`config.mk`:
```
export PLATFORM = sky130hd
export DESIGN_NAME = mem_access_ctrl
export DESIGN_NICKNAME = d
export VERILOG_FILES = /design/src/rtl/nq_mem_pkg.sv /design/src/rtl/mem_grant_sel.sv /design/src/rtl/mem_access_ctrl.sv
export SDC_FILE = /design/constraint.sdc
export NUM_CORES = 1
export LEC_CHECK = 0
export ABC_AREA = 1
export CORE_MARGIN = 4
export CORE_UTILIZATION = 55
export CTS_BUF_LIST = sky130_fd_sc_hd__clkbuf_8
export CTS_CLUSTER_SIZE = 14
export DETAILED_ROUTE_END_ITERATION = 10
export DONT_BUFFER_PORTS = 1
export PLACE_DENSITY_LB_ADDON = 0.08
export SLEW_MARGIN = 20
export SYNTH_ARGS = -nofsm -noshare
export SYNTH_HDL_FRONTEND = slang
export SYNTH_SLANG_ARGS = --single-unit
```
`constraint.sdc`:
```
create_clock -name clk -period 1.7 [get_ports clk]
set_clock_uncertainty 0.05 [all_clocks]
set_input_delay 0.425 -clock clk [delete_from_list [all_inputs] [get_ports clk]]
set_output_delay 0.425 -clock clk [all_outputs]
set_load 0.02 [all_outputs]
```
`src/rtl/nq_mem_pkg.sv`:
```
// nq_mem_pkg: shared state/owner encodings and widths for the APB memory access controller
package nq_mem_pkg;
  localparam int NQ_ADDR_W = 6;
  localparam int NQ_DATA_W = 16;
  localparam logic [NQ_DATA_W-1:0] ERR_RDATA = '0;
  typedef enum logic [1:0] {IDLE, SETUP, ACCESS, RESP} state_t;
  typedef enum logic {OWN_IF, OWN_DM} owner_t;
endpackage

```
`src/rtl/mem_grant_sel.sv`:
```
// mem_grant_sel: data-over-fetch priority with a saturating streak that lets a starved fetch win
module mem_grant_sel
  import nq_mem_pkg::*;
#(
  parameter int STARVE_LIMIT = 4
) (
  input  logic clk,
  input  logic rst,
  input  logic if_req,
  input  logic dm_req,
  input  logic grant_en,
  output logic owner,
  output logic grant
);
  localparam int SW = $clog2(STARVE_LIMIT + 1);
  logic [SW-1:0] streak;
  logic          starved;
  always_comb begin
    starved = if_req && streak == SW'(STARVE_LIMIT);
    owner   = (dm_req && !starved) ? OWN_DM : OWN_IF;
    grant   = grant_en && (if_req || dm_req);
  end
  always_ff @(posedge clk or negedge rst)
    if (!rst) streak <= '0;
    else if (grant_en)
      streak <= (!if_req || (grant && owner == OWN_IF)) ? '0 :
                (grant && !starved) ? streak + 1'b1 : streak;
endmodule

```
`src/rtl/mem_access_ctrl.sv`:
```
// mem_access_ctrl: APB master sharing one memory between fetch and data ports,
// with pipeline stall, fetch starvation guard and pready timeout.
module mem_access_ctrl
  import nq_mem_pkg::*;
#(
  parameter int ADDR_W       = NQ_ADDR_W,
  parameter int DATA_W       = NQ_DATA_W,
  parameter int STARVE_LIMIT = 4,
  parameter int TIMEOUT_CYC  = 16
) (
  input  logic              clk,
  input  logic              rst,
  input  logic              if_req,
  input  logic [ADDR_W-1:0] if_addr,
  output logic              if_done,
  output logic [DATA_W-1:0] if_rdata,
  input  logic              dm_req,
  input  logic              dm_we,
  input  logic [ADDR_W-1:0] dm_addr,
  input  logic [DATA_W-1:0] dm_wdata,
  output logic              dm_done,
  output logic [DATA_W-1:0] dm_rdata,
  output logic              err,
  output logic              stall,
  output logic              psel,
  output logic              penable,
  output logic              pwrite,
  output logic [ADDR_W-1:0] paddr,
  output logic [DATA_W-1:0] pwdata,
  input  logic [DATA_W-1:0] prdata,
  input  logic              pready,
  input  logic              pslverr
);
  localparam int TW = $clog2(TIMEOUT_CYC);
  state_t          state;
  logic            own, err_q, gnt, gnt_own, timeout;
  logic [TW-1:0]   to_cnt;
  logic [DATA_W-1:0] cap;
  mem_grant_sel #(.STARVE_LIMIT(STARVE_LIMIT)) u_sel (
    .clk     (clk),
    .rst     (rst),
    .if_req  (if_req),
    .dm_req  (dm_req),
    .grant_en(state == IDLE),
    .owner   (gnt_own),
    .grant   (gnt)
  );
  always_comb begin
    psel    = state == SETUP || state == ACCESS;
    penable = state == ACCESS;
    if_done = state == RESP && own == OWN_IF;
    dm_done = state == RESP && own == OWN_DM;
    err     = state == RESP && err_q;
    stall   = (if_req && !if_done) || (dm_req && !dm_done);
    timeout = !pready && to_cnt == TW'(TIMEOUT_CYC - 1);
    cap     = pready ? prdata : DATA_W'(ERR_RDATA);
  end
  always_ff @(posedge clk or negedge rst)
    if (!rst) begin
      state    <= IDLE;
      own      <= OWN_IF;
      err_q    <= 1'b0;
      to_cnt   <= '0;
      paddr    <= '0;
      pwrite   <= 1'b0;
      pwdata   <= '0;
      if_rdata <= '0;
      dm_rdata <= '0;
    end else case (state)
      IDLE: if (gnt) begin
        state  <= SETUP;
        own    <= gnt_own;
        paddr  <= gnt_own == OWN_DM ? dm_addr : if_addr;
        pwrite <= gnt_own == OWN_DM && dm_we;
        pwdata <= gnt_own == OWN_DM ? dm_wdata : '0;
      end
      SETUP: begin
        state  <= ACCESS;
        to_cnt <= '0;
      end
      ACCESS: if (pready || timeout) begin
        state <= RESP;
        err_q <= !pready || pslverr;
        if (own == OWN_DM) dm_rdata <= cap;
        else if_rdata <= cap;
      end else to_cnt <= to_cnt + 1'b1;
      default: state <= IDLE;
    endcase
endmodule

```
Yosys cells after proc, flatten, opt, wreduce, memory -nomap -nowiden. Index checks and enable logic that the tools add are counted.

Bits in registers: 66. Input port bits: 51. Logic and storage cells: 66.

Add/subtract/negate cells: 2. Eq/ne operators: 8. Muxes and demuxes: 11. Bitwise operators: 2. Reductions and logical operators: 33.

Operators with widths (count): $mux 16 (2); $logic_and 1x1->1 (12); $reduce_and 2->1 (5); $pmux 4 s2 (1); $logic_or 1x1->1 (6); $mux 3 (2); $mux 6 (1); $pmux 2 s3 (1); $reduce_and 3->1 (2); $logic_not 1->1 (5); $add 4x1->4 const B (1); $eq 2x2->1 const B (2); $eq 4x4->1 const B (1); $mux 2 (2); $mux 4 (1); $ne 2x2->1 const B (2); $reduce_bool 2->1 (2); $add 3x1->3 const B (1); $eq 3x3->1 const B (1); $eq 2x1->1 const B (1); $logic_not 2->1 (1); $ne 2x1->1 const B (1); $not 1->1 (2); $mux 1 (1).

Depth between registers and ports, before layout. Gate-level depths: netlist (run 1).

Depth after elaboration: 10. Mapped depth: 8.

Hierarchy. A second synthesis (run 1) with hierarchy kept.

Cell total of the unflattened synthesis: 341. Area total of the unflattened synthesis: 3024.2 um2.

Modules (own cells, without submodules): mem_access_ctrl (times used 1, cells each 314, area each 2830.2 um2, seq. area each 1576.5 um2); mem_grant_sel (times used 1, cells each 27, area each 193.9 um2, seq. area each 75.1 um2).

Worst setup path after synthesis (run 1). No wires, ideal clock.

Path type: register to register. Start: reg state[0]. End: reg if_rdata[12]. Arrival: 1.430 ns. Data required time: 1.583 ns. Path slack: 0.153 ns. Stages on the path, launching flop included: 7. Path buffers: 2. Clock period less this slack: 1.547 ns. Path through: dfrtp_1 inv_1 ha_1 buf_4 buf_1 nand4_1 nand2_1.

Longest elaborated chain between the ends: 2.

Ends and longest elaborated chain: from (decl) (line mem_access_ctrl.sv:35) `state_t state;`; from (signal assigned) (line mem_access_ctrl.sv:60) `state <= IDLE;`; from (signal assigned) (line mem_access_ctrl.sv:71) `state <= SETUP;`; from (signal assigned) (line mem_access_ctrl.sv:78) `state <= ACCESS;`; $eq 2x2->1; via penable (line mem_access_ctrl.sv:26) `output logic penable,`; $reduce_and 3->1 (no source line); to (signal assigned) (line mem_access_ctrl.sv:85) `else if_rdata <= cap;`; to (decl) (line mem_access_ctrl.sv:16) `output logic [DATA_W-1:0] if_rdata,`.

The timed path passes the listed nets, and every way through them passes these cells. A chain may end at the register's enable or synchronous reset.

Worst setup path after layout (run 1).
Start: reg state[1]. End: out stall.

Longest elaborated chain between the ends: 5. Elaborated cells on any way between the ends: 8. Those cells by class: eq/ne: 1; reduce/logical: 7.

Ends and longest elaborated chain: $eq 2x2->1 (*) (line mem_access_ctrl.sv:51, mem_access_ctrl.sv:52); $logic_and 1x1->1, on equally long branches (line mem_access_ctrl.sv:51, mem_access_ctrl.sv:52); $logic_not 1->1 (line mem_access_ctrl.sv:54) `stall = (if_req && !if_done) || (dm_req && !dm_done);`; $logic_and 1x1->1 (line mem_access_ctrl.sv:54); $logic_or 1x1->1 (*) (line mem_access_ctrl.sv:54); to (decl) (line mem_access_ctrl.sv:24) `output logic stall,`.

Every way passes the cells marked *; elsewhere a longest branch is shown, timed or not.

==> results by group, run 1 <==
Outcome
  – Outcome: finished, violations left
  – Violated checks: negative hold slack, negative setup slack

Route
  – Vias/cell: 5.524
  – Routed length per instance: 17.11 um
  – Antenna-violating nets left: 0
  – Initial DRC Count: 122
  – Vias: 2,287
  – Initial DRT Pass Iterations: 4
  – Routed WL: 7084 um
  – Drt drc: 0

Final layout
  – Area Overhead vs Synth: 9.080%
  – Non-Filler Instances: 414
  – Nets@finish: 398
  – Layout cell share with drive strength beyond 1: 15.70%
  – Final core utilization: 63.43%
  – N_diodes: 0

Floorplan
  – Die width: 82.41 um
  – Core area: 0.005238 mm2
  – Die height: 82.41 um
  – Die Area: 0.006791 mm2
  – Initial Util: 58.15%
  – Num rows: 26
  – # IOs: 112

Critical path
  – WS Path Type: register to output port
  – CP arrival: 1250 ps
  – Req. time, crit path: 1220 ps
  – Setup crit end kind: output port
  – Max FO, Critical Path: 4
  – CP startpoint kind: register

CTS
  – CTS tree: done
  – Clk_lat worst skew: 330 ps
  – Clk buf depth: 2
  – Num CTS Buffers: 9
  – Clock sinks: 66
  – H-tree level count: 3
  – Clk Tree Root Cell: clkbuf_8
  – Worst-path clk slew: 70 ps

Placement
  – IO Port Bufs: 0
  – Placed Cells: 396
  – Routability cong.: 0.7582
  – Placed wire-length estimate: 4888 um

Synth
  – Avg Inst Size Synth: 9.010 um2
  – Share of the yosys chip area belonging to registers: 54.23%
  – Count of cell types in the netlist: 26
  – Mapped Area: 0.003045 mm2
  – Synth warnings: 0
  – Dominant cell type by area after synthesis: dfrtp_1
  – Post-synthesis register bit count: 66
  – Syn Nets: 396
  – Share of the synthesized area in the top cell type: 54.23%
  – Synthesized instance count: 338
  – Area contributors post-synth: dfrtp_1 (54%), nand2_1 (18%), nand4_1 (8.2%)

Timing
  – Slew @ Worst Pin: 402.9 ps
  – F_max: 0.5802 GHz
  – Period minus WS final: 1723 ps
  – Max-slew violation count: 0
  – Tcrit/Tclk final: 101.4%
  – Final hold violations: 66
  – Final WS setup: -23.42 ps
  – Setup violations, final: 2
  – Hold_ws: -268.1 ps
  – RSZ-0062 raised after global routing: true
  – Headroom to the max-slew limit: 73.08%

Global route
  – GRT overflow: 0
  – Total track usage: 20.58%
  – Largest net degree at the start of global routing: 67
  – Vias in the first global route: 2,124
  – First-pass GRT wire length: 10,620 um
  – Initial antenna violation count: 0

Pwr
  – Total Power: 6.752 mW
  – VDD IR max: 0.001721 V
  – Cell Pwr Density: 2033 mW/mm2
  – LEAKAGE: 1.716 nW

Hold path
  – Hold WC Path Type: primary input to asynchronous set/reset pin

Job
  – MaxCap Viol Count: 0
## final cells by class
class,instances,area [um2]
Fill cell,443,1916
Sequential cell,66,1652
Multi-Input combinational cell,237,1264
Clock buffer,9,123.9
Timing Repair Buffer,9,91.34
Tap cell,70,87.58
Inverter,17,68.82
Clock inverter,6,35.03
## worst max-delay path: stages, from the launching register on
cell and delay (ps):
dfrtp_1 450, ha_4 180, inv_2 50, o21ai_2 130, nand2_2 120
## through the flow
step | TNS, ps | instance area, um2 | setup WS (ps)
floorplan | 0 | 3045 | 152.9
global placement | 0 | 3068 | 192.1
detailed placement | 0 | 3068 | 136.5
CTS | -25.25 | 3254 | -25.25
global route | -278.9 | 3322 | -97.99
finish | -29.38 | 3322 | -23.42
## synthesized netlist by cell type (all sizes together)
cell,instances
buf,13
ha,7
a21oi,2
o21ai,3
xor2,1
xnor2,1
nand4,40
clkbuf,5
o22ai,1
nand2,150
nand3,25
dfrtp,66
nor2,6
inv,17
nor3,1
## layout by cell type, fill, tap and decap left out, drive strengths merged
master and count:
ha 7, dfrtp 66, xor2 1, buf 9, clkinv 4, o22ai 1
clkinvlp 2, clkbuf 9, nor2 6, nand3 25, xnor2 1, nor3 1
a21oi 2, inv 17, nand4 40, nand2 150, o21ai 3
## kinds of logic after synthesis
logic type | count (synthesis) | share of synthesized area, %
AND/OR/NAND/NOR | 222 | 35.09
flip-flops | 66 | 54.23
buffers and inverters | 35 | 6.203
adder cells (fa/ha/maj) | 7 | 2.876
XOR/XNOR | 2 | 0.5753
AO/OA/AOI/OAI | 6 | 1.027
## flip-flops by register name, indices dropped and copies added (netlist names)
signal / cells
dm_rdata: 16
err_q: 1
if_rdata: 16
own: 1
paddr: 6
pwdata: 16
pwrite: 1
state: 2
to_cnt: 4
u_sel.streak: 3
## where the power goes
| group | leakage (nW) | switching [mW] | total (mW) | internal, mW |
|---|---|---|---|---|
| clock network | 0.0806 | 0.598 | 1.11 | 0.510 |
| logic | 0.798 | 1.33 | 2.14 | 0.812 |
| registers | 0.838 | 1.27 | 3.50 | 2.24 |
## repair_timing
| item | CTS | global route |
|---|---|---|
| setup endpoints to repair | 4 | 6 |
| cloned | 0 | 0 |
| endpoints found under the hold margin | 66 | 66 |
| pin swaps | 2 | 2 |
| buffers inserted | 2 | 1 |
| resized for setup | 8 | 13 |
## metal layers
metal	routed length [um]	share of wire, %	vias up	global-route usage (%)
li1	-	-	1108	-
met1	2824	40	1090	26.30
met2	3460	49	80	31.65
met3	684	9.7	9	7.484
met4	115	1.6	0	8.306
met5	0	0	-	0
## final timing paths
check,startpoint,end,slack [ps],cells past startpoint
worst max-delay path,state[1],stall,-20,4
worst min-delay path,rst,if_rdata[13],-270,0
worst min register to register,u_sel.streak[0],u_sel.streak[0],480,1
worst max register to register,state[1],paddr[5],120,7
min in group clk,dm_wdata[10],pwdata[10],150,2
max in group asynchronous,rst,to_cnt[0],1760,0
Power figures use the tool's default switching activity.
==> run 2: changes to the inputs <==
--- a/config.mk
+++ b/config.mk
@@ -13,7 +13,7 @@
 export DETAILED_ROUTE_END_ITERATION = 10
 export DONT_BUFFER_PORTS = 1
 export PLACE_DENSITY_LB_ADDON = 0.08
-export SLEW_MARGIN = 20
+export SLEW_MARGIN = 5
 export SYNTH_ARGS = -nofsm -noshare
 export SYNTH_HDL_FRONTEND = slang
 export SYNTH_SLANG_ARGS = --single-unit
==> results of run 2 <==
No change in the layout: final DEF, timing and power equal those of run 1.
==> run 3: changes to the inputs <==
--- a/config.mk
+++ b/config.mk
@@ -6,8 +6,8 @@
 export NUM_CORES = 1
 export LEC_CHECK = 0
 export ABC_AREA = 1
-export CORE_MARGIN = 4
-export CORE_UTILIZATION = 55
+export CORE_MARGIN = 1
+export CORE_UTILIZATION = 45
 export CTS_BUF_LIST = sky130_fd_sc_hd__clkbuf_8
 export CTS_CLUSTER_SIZE = 14
 export DETAILED_ROUTE_END_ITERATION = 10
==> results by group, run 3 (synthesis gave the netlist of run 1 again) <==
Critical path
  – Crit path launch: state[1]
  – Setup slack, reg-to-reg: 140 ps
  – R2R cell count: 6
  – Slowest-stage cell, CP: dfrtp_2
  – CP arrival: 1190 ps
  – WS Path Type: register to output port
  – Reg2Reg Launch Point: state[0]
  – Most used cell, CP: nand2_2
  – Worst path max stage delay: 440 ps
  – Reg2reg end: dm_rdata[0]
  – Setup crit end kind: output port
  – CP startpoint kind: register
  – Critical-path cell list: ha_4 > nand2_2 > nand2_2 > nand2_4
  – Req. time, crit path: 1220 ps
  – Max FO, Critical Path: 4

Floorplan
  – # IOs: 112
  – Die Area: 0.007101 mm2
  – Die width: 84.27 um
  – Initial Util: 47.15%
  – Die height: 84.27 um
  – Num rows: 29
  – Core area: 0.006459 mm2

Timing
  – Period minus WS final: 1668 ps
  – Hold_ws: -274.4 ps
  – Setup violations, final: 0
  – Headroom to the max-slew limit: 74.45%
  – Max-slew violation count: 0
  – F_max: 0.5997 GHz
  – RSZ-0062 raised after global routing: true
  – Slew @ Worst Pin: 382.3 ps
  – Tcrit/Tclk final: 98.09%
  – Final hold violations: 66

Outcome
  – Outcome: finished, violations left
  – Violated checks: design-rule violations, negative hold slack

Pwr
  – Internal power: 3.820 mW
  – LEAKAGE: 1.742 nW
  – VDD IR max: 0.0009395 V
  – Switch share: 45.80%
  – Switch Pwr: 3.227 mW
  – Flop pwr share: 49.7%
  – Logic pwr share: 30.5%
  – Clock power share: 19.8%
  – Cell Pwr Density: 2069 mW/mm2

Placement
  – Placed Area: 0.003067 mm2
  – Routability cong.: 0.7722
  – Placed wire-length estimate: 4565 um
  – IO Port Bufs: 0

CTS
  – Worst-path clk slew: 80 ps
  – H-tree level count: 3
  – Clk_lat worst skew: 330 ps
  – Clk buf depth: 2
  – CTS tree: done
  – Clk Tree Root Cell: clkbuf_8
  – Clock sinks: 66
  – Num CTS Buffers: 9

Final layout
  – Final Instance Area: 0.003406 mm2
  – Reg area: 0.001655 mm2
  – Fillers: 606
  – Multi-input gate area: 0.001276 mm2
  – N_diodes: 0
  – Most common cell after layout, fill and taps aside: nand2_1
  – Final core utilization: 52.73%
  – Area Overhead vs Synth: 11.83%
  – Nets@finish: 400
  – Top Registers: dm_rdata (16), if_rdata (16), pwdata (16)
  – Commonest non-fill, non-tap cells in the layout: nand2_1 (141), dfrtp_1 (63), nand4_1 (40)
  – Layout cell share with drive strength beyond 1: 17.29%

Global route
  – Vias in the first global route: 2,220
  – Met1 usage: 27.90%
  – GRT overflow: 0
  – Met2 Resource Use GR: 29.96%
  – Total track usage: 20.52%
  – Initial antenna violation count: 0
  – GR met3 Demand/Resource: 6.293%
  – Most Used Layer, Global Route: met2
  – Largest net degree at the start of global routing: 67
  – First-pass GRT wire length: 11,440 um

Route
  – Drt drc: 18
  – Initial DRC Count: 175
  – Initial DRT Pass Iterations: 7
  – Vias: 2,271
  – Vias/cell: 5.356
  – Routed length per instance: 16.13 um
  – Routed WL: 6840 um
  – Antenna-violating nets left: 0

Hold path
  – Hold WC Path Type: primary input to asynchronous set/reset pin

Job
  – MaxCap Viol Count: 0
[run 3: cell types whose count changed in the layout (fill, tap and decap cells not counted), moves of 2 or more]
cell / delta
clkbuf_8: +2
dfrtp_1: -3
dfrtp_2: +3
buf_4: +3
clkinv_2: -4
[run 3: critical path, delay by kind of cell, from the launching register on]
kind,cells,cell delay (ps)
simple gates,3,220
fa+ha+maj,1,190
flops,1,440
[run 3: power by group through the flow]
stage	clock network [mW]	registers (mW)	logic (mW)
6_report	1.39	3.50	2.15
5_1_grt	1.49	3.58	2.46
4_1_cts	1.43	3.50	2.11
3_5_place_dp	0	3.51	1.91
3_3_place_gp	0	3.50	1.88
2_1_floorplan	0	3.34	1.64
[run 3: final cells by class]
type,instances,area share [%]
well taps,77,2.829
inverters,17,2.094
clock inverters,5,1.800
clock buffers,11,4.445
repair buffers,11,2.755
flip-flops and latches,66,48.60
multi-input cells,237,37.47
[run 3: routing by layer]
| layer | vias up | part of all wire (%) |
|---|---|---|
| li1 | 1117 | - |
| met4 | 0 | 1.4 |
| met5 | - | 0 |
| met3 | 10 | 7.7 |
| met2 | 81 | 47 |
| met1 | 1063 | 44 |
[run 3: how the worst max path moves through the flow]
stage / to / slack (ps) / cells after the start
6_report: stall / 30 / 4
5_1_grt: stall / -20 / 4
4_1_cts: penable / -20 / 3
3_5_place_dp: paddr[5] / 140 / 7
3_3_place_gp: dm_rdata[9] / 220 / 5
2_1_floorplan: if_rdata[12] / 150 / 6
[run 3: what timing repair did]
item / 4_1_cts / 5_1_grt
endpoints found under the setup margin: 6 / 16
pin swaps: 2 / 3
resized for setup: 15 / 11
setup buffers: 5 / 0
hold endpoints to repair: 66 / 66
[run 3: through the flow]
| stage | setup TNS [ps] | total power, mW | setup WS, ps | cells |
|---|---|---|---|---|
| global route | -37.87 | 7.539 | -23.35 | 424 |
| finish | 0 | 7.047 | 32.42 | 424 |
| global placement | 0 | 5.375 | 216.5 | 403 |
| floorplan | 0 | 4.980 | 152.9 | 338 |
| detailed placement | 0 | 5.423 | 141.5 | 403 |
| CTS | -15.52 | 7.037 | -15.52 | 424 |
